`src/rtl/seg_sched_pkg.sv`:
```
// Shared types and constants for the seven-segment display scheduler.
package seg_sched_pkg;
  typedef enum logic [1:0] {IDLE, SETUP, STROBE, HOLD} sched_state_t;
  localparam int DIGITS = 4;
endpackage

```
`src/rtl/seg_display_scheduler_if.sv`:
```
// Requester/display-side bundle: master = producers, slave = scheduler.
interface seg_display_scheduler_if #(parameter int N_REQ = 2);
  logic [N_REQ-1:0]    REQ;
  logic [16*N_REQ-1:0] DATA;
  logic [N_REQ-1:0]    ACK;
  logic [15:0]         HEX;
  logic                LOAD;
  logic                MUX_CLK;
  logic                BUSY;

  modport master (output REQ, DATA, input ACK, HEX, LOAD, MUX_CLK, BUSY);
  modport slave  (input REQ, DATA, output ACK, HEX, LOAD, MUX_CLK, BUSY);
endinterface

```
`src/rtl/mux_clk_divider.sv`:
```
// Free-running digit-scan clock divider; frame_tick pulses once per 4-digit scan.
module mux_clk_divider
  import seg_sched_pkg::*;
#(
  parameter int MUX_DIV = 50000
) (
  input  logic CLK,
  input  logic RESET,
  output logic MUX_CLK,
  output logic frame_tick
);
  localparam int CW = (MUX_DIV > 1) ? $clog2(MUX_DIV) : 1;
  localparam int DW = $clog2(DIGITS);
  localparam logic [CW-1:0] TC    = CW'(MUX_DIV - 1);
  localparam logic [DW-1:0] DLAST = DW'(DIGITS - 1);

  logic [CW-1:0] cnt;
  logic [DW-1:0] digit;
  logic          tc;
  logic          rise;

  assign tc   = (cnt == TC);
  assign rise = tc && !MUX_CLK;

  always_ff @(posedge CLK or negedge RESET) begin
    if (!RESET) begin
      cnt        <= '0;
      MUX_CLK    <= 1'b0;
      digit      <= '0;
      frame_tick <= 1'b0;
    end else begin
      cnt <= tc ? '0 : cnt + 1'b1;
      if (tc)   MUX_CLK <= ~MUX_CLK;
      if (rise) digit   <= digit + 1'b1;
      // registered so the tick lines up with the scan restarting on digit 0
      frame_tick <= rise && (digit == DLAST);
    end
  end
endmodule

```
`src/rtl/seg_display_scheduler.sv`:
```
// Round-robin scheduler sharing one multiplexed 7-seg display among N_REQ producers.
module seg_display_scheduler
  import seg_sched_pkg::*;
#(
  parameter int N_REQ       = 2,
  parameter int MUX_DIV     = 50000,
  parameter int HOLD_FRAMES = 4
) (
  input  logic                    CLK,
  input  logic                    RESET,
  seg_display_scheduler_if.slave  bus
);
  localparam int PW = $clog2(N_REQ);
  localparam int FW = (HOLD_FRAMES > 0) ? $clog2(HOLD_FRAMES + 1) : 1;
  localparam logic [FW-1:0] FLAST = FW'(HOLD_FRAMES);
  localparam logic [PW-1:0] PLAST = PW'(N_REQ - 1);

  sched_state_t  state, state_nxt;
  logic [PW-1:0] ptr, winner, pick, cand;
  logic          found;
  logic [FW-1:0] fcnt;
  logic [15:0]   hex, data_sel;
  logic [N_REQ-1:0] ack;
  logic          frame_tick;

  mux_clk_divider #(.MUX_DIV(MUX_DIV)) u_div (
    .CLK        (CLK),
    .RESET      (RESET),
    .MUX_CLK    (bus.MUX_CLK),
    .frame_tick (frame_tick)
  );

  // first requester after the last winner, wrapping at N_REQ
  always_comb begin
    pick  = ptr;
    found = 1'b0;
    cand  = ptr;
    for (int i = 0; i < N_REQ; i++) begin
      cand = (cand == PLAST) ? '0 : cand + 1'b1;
      if (!found && bus.REQ[cand]) begin
        found = 1'b1;
        pick  = cand;
      end
    end
  end

  always_comb begin
    data_sel = '0;
    for (int i = 0; i < N_REQ; i++)
      if (PW'(i) == pick) data_sel = bus.DATA[16*i +: 16];
  end

  always_comb begin
    state_nxt = state;
    ack       = '0;
    case (state)
      IDLE:    if (found) state_nxt = SETUP;
      SETUP: begin
        ack[winner] = 1'b1;
        state_nxt   = STROBE;
      end
      STROBE:  state_nxt = (HOLD_FRAMES == 0) ? IDLE : HOLD;
      HOLD:    if (fcnt == FLAST) state_nxt = IDLE;
      default: state_nxt = IDLE;
    endcase
  end

  always_ff @(posedge CLK or negedge RESET) begin
    if (!RESET) begin
      state  <= IDLE;
      ptr    <= PLAST;
      winner <= '0;
      hex    <= '0;
      fcnt   <= '0;
    end else begin
      state <= state_nxt;
      // HEX is captured with the grant so it is valid through the ACK cycle
      if (state == IDLE && found) begin
        winner <= pick;
        hex    <= data_sel;
      end
      if (state == SETUP) ptr <= winner;
      if (state == STROBE)
        fcnt <= '0;
      else if (state == HOLD && frame_tick && fcnt != FLAST)
        fcnt <= fcnt + 1'b1;
    end
  end

  assign bus.ACK  = ack;
  assign bus.HEX  = hex;
  assign bus.LOAD = (state == STROBE);
  assign bus.BUSY = (state != IDLE);
endmodule

```
`src/flat_wrapper.sv`:
```
// flat-port wrapper written by rule: the top's interface ports become plain ports
module seg_display_scheduler_flat import seg_sched_pkg::*;
#(
  parameter int N_REQ       = 2,
  parameter int MUX_DIV     = 50000,
  parameter int HOLD_FRAMES = 4
)
  (CLK, RESET, bus_REQ, bus_DATA, bus_ACK, bus_HEX, bus_LOAD, bus_MUX_CLK, bus_BUSY);
  seg_display_scheduler_if #(.N_REQ(N_REQ)) bus_i ();
  input  logic CLK;
  input  logic RESET;
  input wire logic [$bits(bus_i.REQ)-1:0] bus_REQ;
  input wire logic [$bits(bus_i.DATA)-1:0] bus_DATA;
  output wire logic [$bits(bus_i.ACK)-1:0] bus_ACK;
  output wire logic [$bits(bus_i.HEX)-1:0] bus_HEX;
  output wire logic [$bits(bus_i.LOAD)-1:0] bus_LOAD;
  output wire logic [$bits(bus_i.MUX_CLK)-1:0] bus_MUX_CLK;
  output wire logic [$bits(bus_i.BUSY)-1:0] bus_BUSY;
  assign bus_i.REQ = bus_REQ;
  assign bus_i.DATA = bus_DATA;
  assign bus_ACK = bus_i.ACK;
  assign bus_HEX = bus_i.HEX;
  assign bus_LOAD = bus_i.LOAD;
  assign bus_MUX_CLK = bus_i.MUX_CLK;
  assign bus_BUSY = bus_i.BUSY;
  seg_display_scheduler #(.N_REQ(N_REQ), .MUX_DIV(MUX_DIV), .HOLD_FRAMES(HOLD_FRAMES)) u_core (.CLK(CLK), .RESET(RESET), .bus(bus_i));
endmodule
```
`config.mk`:
```
export PLATFORM = sky130hd
export DESIGN_NAME = seg_display_scheduler_flat
export DESIGN_NICKNAME = d
export VERILOG_FILES = /design/src/rtl/seg_sched_pkg.sv /design/src/rtl/seg_display_scheduler_if.sv /design/src/rtl/mux_clk_divider.sv /design/src/rtl/seg_display_scheduler.sv /design/src/flat_wrapper.sv
export SDC_FILE = /design/constraint.sdc
export NUM_CORES = 1
export LEC_CHECK = 0
export ABC_AREA = 1
export BUFFER_PORTS_ARGS = -buffer_cell sky130_fd_sc_hd__buf_4
export CAP_MARGIN = 5
export CELL_PAD_IN_SITES_DETAIL_PLACEMENT = 1
export CELL_PAD_IN_SITES_GLOBAL_PLACEMENT = 2
export CORE_MARGIN = 1
export CORE_UTILIZATION = 27
export CTS_CLUSTER_SIZE = 14
export DETAILED_ROUTE_END_ITERATION = 10
export GPL_TIMING_DRIVEN = 0
export PLACE_DENSITY_LB_ADDON = 0.1
export SYNTH_ARGS = -nofsm -noshare
export SYNTH_HDL_FRONTEND = slang
export SYNTH_HIERARCHICAL = 1
export SYNTH_SLANG_ARGS = --single-unit
```
`constraint.sdc`:
```
create_clock -name CLK -period 1.25 [get_ports CLK]
set_input_delay 0.375 -clock CLK [delete_from_list [all_inputs] [get_ports CLK]]
set_output_delay 0.375 -clock CLK [all_outputs]
set_load 0.005 [all_outputs]
```
## Word level (Yosys, flattened, before mapping)

Index checks and enable logic that the tools add are counted.

| word-level totals | value |
|---|---|
| flip-flop bits (word level) | 43 |
| word-level logic and storage cells | 61 |

| operators by class | value |
|---|---|
| add/sub/neg operators | 5 |
| order comparisons | 4 |
| eq/ne operators | 9 |
| mux-type cells | 20 |
| bitwise gates (word level) | 1 |
| reduce and logical (&&, ||, !) cells | 13 |

Operator list:

| kind | number |
|---|---|
| 16-bit 2-to-1 mux | 2 |
| 16-bit by 1-bit adder with 16-bit output, second input constant | 1 |
| 16-bit == test, second input constant | 1 |
| 1-bit 2-to-1 mux | 11 |
| 2-bit case mux with 4 select lines | 1 |
| 1-bit logical AND | 7 |
| 2-bit == test, second input constant | 3 |
| 1-bit by 2-bit less-than comparator with 1-bit output, second input constant | 3 |
| 2-bit 2-to-1 mux | 3 |
| 3-bit 2-to-1 mux | 2 |
| 2-bit by 1-bit inequality test with 1-bit output, second input constant | 2 |
| 2-bit nonzero test | 2 |
| 3-bit by 1-bit adder with 3-bit output, second input constant | 1 |
| 3-bit == test, second input constant | 1 |
| 3-bit inequality test, second input constant | 1 |
| 1-bit adder, second input constant | 2 |
| 2-bit by 1-bit adder with 2-bit output, second input constant | 1 |
| 2-bit by 1-bit == test with 1-bit output, second input constant | 1 |
| 1-bit logical NOT | 2 |
| 2-bit logical NOT | 1 |
| 2-bit AND reduction | 1 |
| 1-bit demux with 1-bit select | 1 |
| 1-bit >= comparator, second input constant | 1 |
| 1-bit inverter | 1 |

## Logic depth before layout (Yosys ltp)

| depth | value |
|---|---|
| word-level depth | 10 |
| depth in mapped cells | 8 |

## Modules after synthesis

The synthesis kept the hierarchy.

Modules (own cells, without submodules):

| module | times used | cells an instance | area each (µm²) |
|---|---|---|---|
| seg_display_scheduler | 1 | 190 | 1367.6 |
| mux_clk_divider | 1 | 146 | 1118.6 |

## Least setup slack after synthesis

No wires, ideal clock.

| timing | value |
|---|---|
| path type | reg2reg |
| start | reg u_core.state[0] |
| end | reg u_core.hex[10], in the netlist u_core/bus.HEX[10] |
| data arrival time | 1.219 ns |
| slack | -0.086 ns |
| stages on the path, launching flop included | 9 |
| buffers on the path | 1 |
| period minus slack after synthesis | 1.336 ns |
| cells stage by stage | dfrtp_1 > inv_1 > ha_1 > inv_1 > nor2_4 > inv_2 > buf_6 > nand2_1 > nand2_1 |

| on the way | value |
|---|---|
| word-level cells in the longest chain between the ends | 2 |

Ends and longest elaborated chain:

| element | RTL line | RTL |
|---|---|---|
| from (decl) | seg_display_scheduler.sv:18 | `sched_state_t state, state_nxt;` |
| from (signal assigned) | seg_display_scheduler.sv:76 | `state <= state_nxt;` |
| 2-bit logical NOT | seg_display_scheduler.sv:78 | `if (state == IDLE && found) begin` |
| 1-bit logical AND | seg_display_scheduler.sv:78 |  |
| to (signal assigned) | seg_display_scheduler.sv:80 | `hex <= data_sel;` |
| to (decl) | seg_display_scheduler.sv:22 | `logic [15:0] hex, data_sel;` |

No other way between the ends.
A chain may end at the register's enable or synchronous reset.

## Final worst setup path

| timing | value |
|---|---|
| start | reg u_core.state[1] |
| end | out bus_BUSY |

| on the way | value |
|---|---|
| word-level cells in the longest chain between the ends | 1 |

Ends and longest elaborated chain:

| element | RTL line | RTL |
|---|---|---|
| 2-bit nonzero test | seg_display_scheduler.sv:93 | `assign bus.BUSY = (state != IDLE);` |
| to (decl) | flat_wrapper.sv:18 | `output wire logic [$bits(bus_i.BUSY)-1:0] bus_BUSY;` |

No other way between the ends.

==> impl_metrics.tcl <==
set metrics [dict create \
    fillers 1081 \
    grt.overflow.total 0 \
    rsz0062_at_grt "true" \
    synth_top_area_cell "dfrtp_1" \
    worst_slew_pin_slew_ns 0.584 \
    postRouteAntennaNets 0 \
    first_pass_iters 7 \
    grt_pass1_wl_um 11700 \
    yosys_warnings 6 \
    maxSlewViolCount 0 \
    dieArea_um2 9600 \
    synth_edf_count 0 \
    grt_pass1_vias 2413 \
    maxCapViolCount 0 \
    drtIter0Drc 62 \
    die_w_um 98.0 \
    remaining_drc_errors 3 \
    core_area_um2 8810 \
    pwr-share-seq 0.316 \
    track_usage 0.152 \
    ys_types 24 \
    numCtsBuffers 5 \
    worstSkewPairLatency_ns 0.29 \
    peakVddDrop_uv 683 \
    intPower_mw 4.06 \
    relSlewSlack 0.611 \
    combPwrFrac 0.500 \
    cts.path.max_buffers 2 \
    leakage_nw 2.10 \
    htreeDepth 2 \
    drt_wl_total_um 7110 \
    io_buffers 56 \
    setup_viol 30 \
    synthMostInstantiatedCell "nand2_1" \
    clock_sinks 43 \
    cp_common_cell "buf_6" \
    multiInputGateArea_um2 1400 \
    hold_viol 0 \
    synth-main-ff-cell "dfrtp_1" \
    synth_fp_nets 381 \
    swShare 0.349 \
    dp_hpwl_um 4730 \
    post-route-period-util 1.24 \
    synthTopCellsByArea "dfrtp_1 42%, nand2_1 14%, inv_1 10%, nand3_1 10%, ha_1 4.5%" \
    cp_cell_sequence "inv_2 -> buf_6 -> ha_4 -> inv_4 -> buf_6" \
    clock_skew_ns 0.00233 \
    status "finished, violations left" \
    wire_per_inst_um 13.1 \
    async_flop_share 1.00 \
    slowest_stage "dfrtp_1" \
    die_h_um 98.0 \
    synth_area_um2 2490 \
    cts_tree "done" \
    vias 2402 \
    critPathMaxFanout 2 \
    syn_to_final_growth_pct 55.8 \
    synth_common_cells "96 x nand2_1, 68 x inv_1, 50 x nand3_1" \
    violations "DRC, setup timing" \
    path_clk_slew_ns 0.09 \
    dp_slack_ns -0.253 \
    initial_core_util 0.282 \
    slowest_delay_ns 0.41 \
    finalCriticalPeriod_ns 1.55 \
    worstSetupEndpointType "output pin" \
    grt_max_degree 44 \
    ios 57 \
    diodes 0 \
    setup_tns_ns -4.41 \
    viasPerCell 4.42 \
    synth_top_area_frac 0.423 \
    yosysSeqAreaShare 0.433 \
    cts-root-buf "clkbuf_8" \
    switchingPower_mw 2.18 \
    setup_ws_ns -0.296 \
    start_kind "flip-flop" \
    arrival_ns 1.17 \
    final_nets 479 \
    cp.required_ns 0.88 \
    antenna_found_initial 0 \
    pwr_density_cell_nw_per_um2 1610 \
    max_freq_mhz 647 \
    syn_inst 336 \
    drive_above_1_share 0.441 \
    placementRows 34 \
    worstHoldPathType "in2async" \
    regArea_um2 1080 \
    reg2reg_depth 10 \
    total_power_mw 6.24 \
    critPathKind "reg2out" \
    place_congestion 0.773 \
    synth.avg_cell_area_um2 7.40 \
    ys_ff_latch 43 \
    power.share.clock 0.185 \
]
## cells by family (layout without fill, tap and decap cells)
| kind of cell | after synthesis | in the layout | share of synthesized area |
|---|---|---|---|
| adder cells (fa/ha/maj) | 9 | 9 | 0.0453 |
| AND/OR/NAND/NOR | 192 | 192 | 0.353 |
| flip-flops | 43 | 43 | 0.433 |
| AO/OA/AOI/OAI | 10 | 10 | 0.0226 |
| XOR/XNOR | 6 | 6 | 0.0211 |
| buffers and inverters | 76 | 175 | 0.124 |
## final timing paths
check | start | endpoint | slack, ns
max | u_core/state[1] | bus_BUSY | -0.30
min | RESET | u_core/bus.HEX[1] | 0.07
max reg2reg | u_core/state[1] | u_core/bus.HEX[5] | -0.25
min reg2reg | u_core/bus.HEX[7] | u_core/bus.HEX[7] | 0.48
max in group asynchronous | RESET | u_core/u_div/cnt[10] | 0.74
min in group CLK | bus_DATA[3] | u_core/bus.HEX[3] | 0.39
## state kept, by name, summed over array words and instances, names as in the netlist
| register | count |
|---|---|
| u_core/state | 2 |
| u_core/u_div/digit | 2 |
| u_core/fcnt | 3 |
| u_core/winner | 1 |
| u_core/ptr | 1 |
| u_core/u_div/MUX_CLK | 1 |
| u_core/u_div/frame_tick | 1 |
| u_core/bus.HEX | 16 |
| u_core/u_div/cnt | 16 |
## worst max-delay path, delay by kind of cell, from the launching register on
kind | cells | cell delay, ns
flip-flops | 1 | 0.41
buffers and inverters | 4 | 0.33
adder cells (fa/ha/maj) | 1 | 0.14
## metal layers
| layer | track usage | vias up | wire, um |
|---|---|---|---|
| met5 | 0 | - | 0 |
| met4 | 0.0385 | 0 | 43 |
| met3 | 0.0251 | 2 | 189 |
| met2 | 0.270 | 30 | 3680 |
| met1 | 0.191 | 1148 | 3210 |
| li1 | - | 1222 | - |
## cell usage in the layout (no fill, tap or decap), types with 8 or more instances in the layout
master | synthesis | routed
nor2_4 | 5 | 9
nor2_2 | 4 | 8
inv_1 | 68 | 60
nor2_1 | 22 | 14
dfrtp_1 | 42 | 37
nand2_2 | 6 | 23
buf_6 | 2 | 14
nand3_2 | 3 | 14
inv_2 | 3 | 8
buf_4 | 2 | 74
nand3_1 | 50 | 35
nand2_1 | 96 | 75
## what timing repair did
| item | CTS | global route |
|---|---|---|
| pin swaps | 33 | 30 |
| setup buffers | 17 | 18 |
| endpoints found under the hold margin | 0 | 0 |
| gates resized for setup | 50 | 53 |
| hold buffers | 0 | 0 |
| cloned | 2 | 0 |
| setup endpoints to repair | 36 | 48 |
## area by class of cell
cell class | count | share of cell area
Buffer | 5 | 0.0149
Clock buffer | 6 | 0.0213
Clock inverter | 2 | 0.00905
Inverter | 71 | 0.0714
Multi-Input combinational cell | 217 | 0.361
Sequential cell | 43 | 0.280
Tap cell | 108 | 0.0349
Timing Repair Buffer | 91 | 0.208
## stage by stage
| step | area (um^2) | instances | utilization | hold WS (ns) |
|---|---|---|---|---|
| global placement | 3050 | 500 | 0.347 | 0.428 |
| global route | 3870 | 543 | 0.440 | 0.116 |
| finish | 3870 | 543 | 0.440 | 0.0721 |
| CTS | 3560 | 526 | 0.404 | 0.104 |
| detailed placement | 3050 | 500 | 0.347 | 0.431 |
| floorplan | 2500 | 336 | - | 0.0794 |
## power groups by stage
stage               Clock, mW  Sequential [mW]  Combinational, mW
floorplan                   0             1.97               1.08
global placement            0             1.98               2.02
detailed placement          0             1.98               2.05
CTS                      1.21             1.98               2.89
global route             1.25             2.02               3.43
finish                   1.15             1.97               3.12
Note: power is estimated with default switching activity, not from simulation.
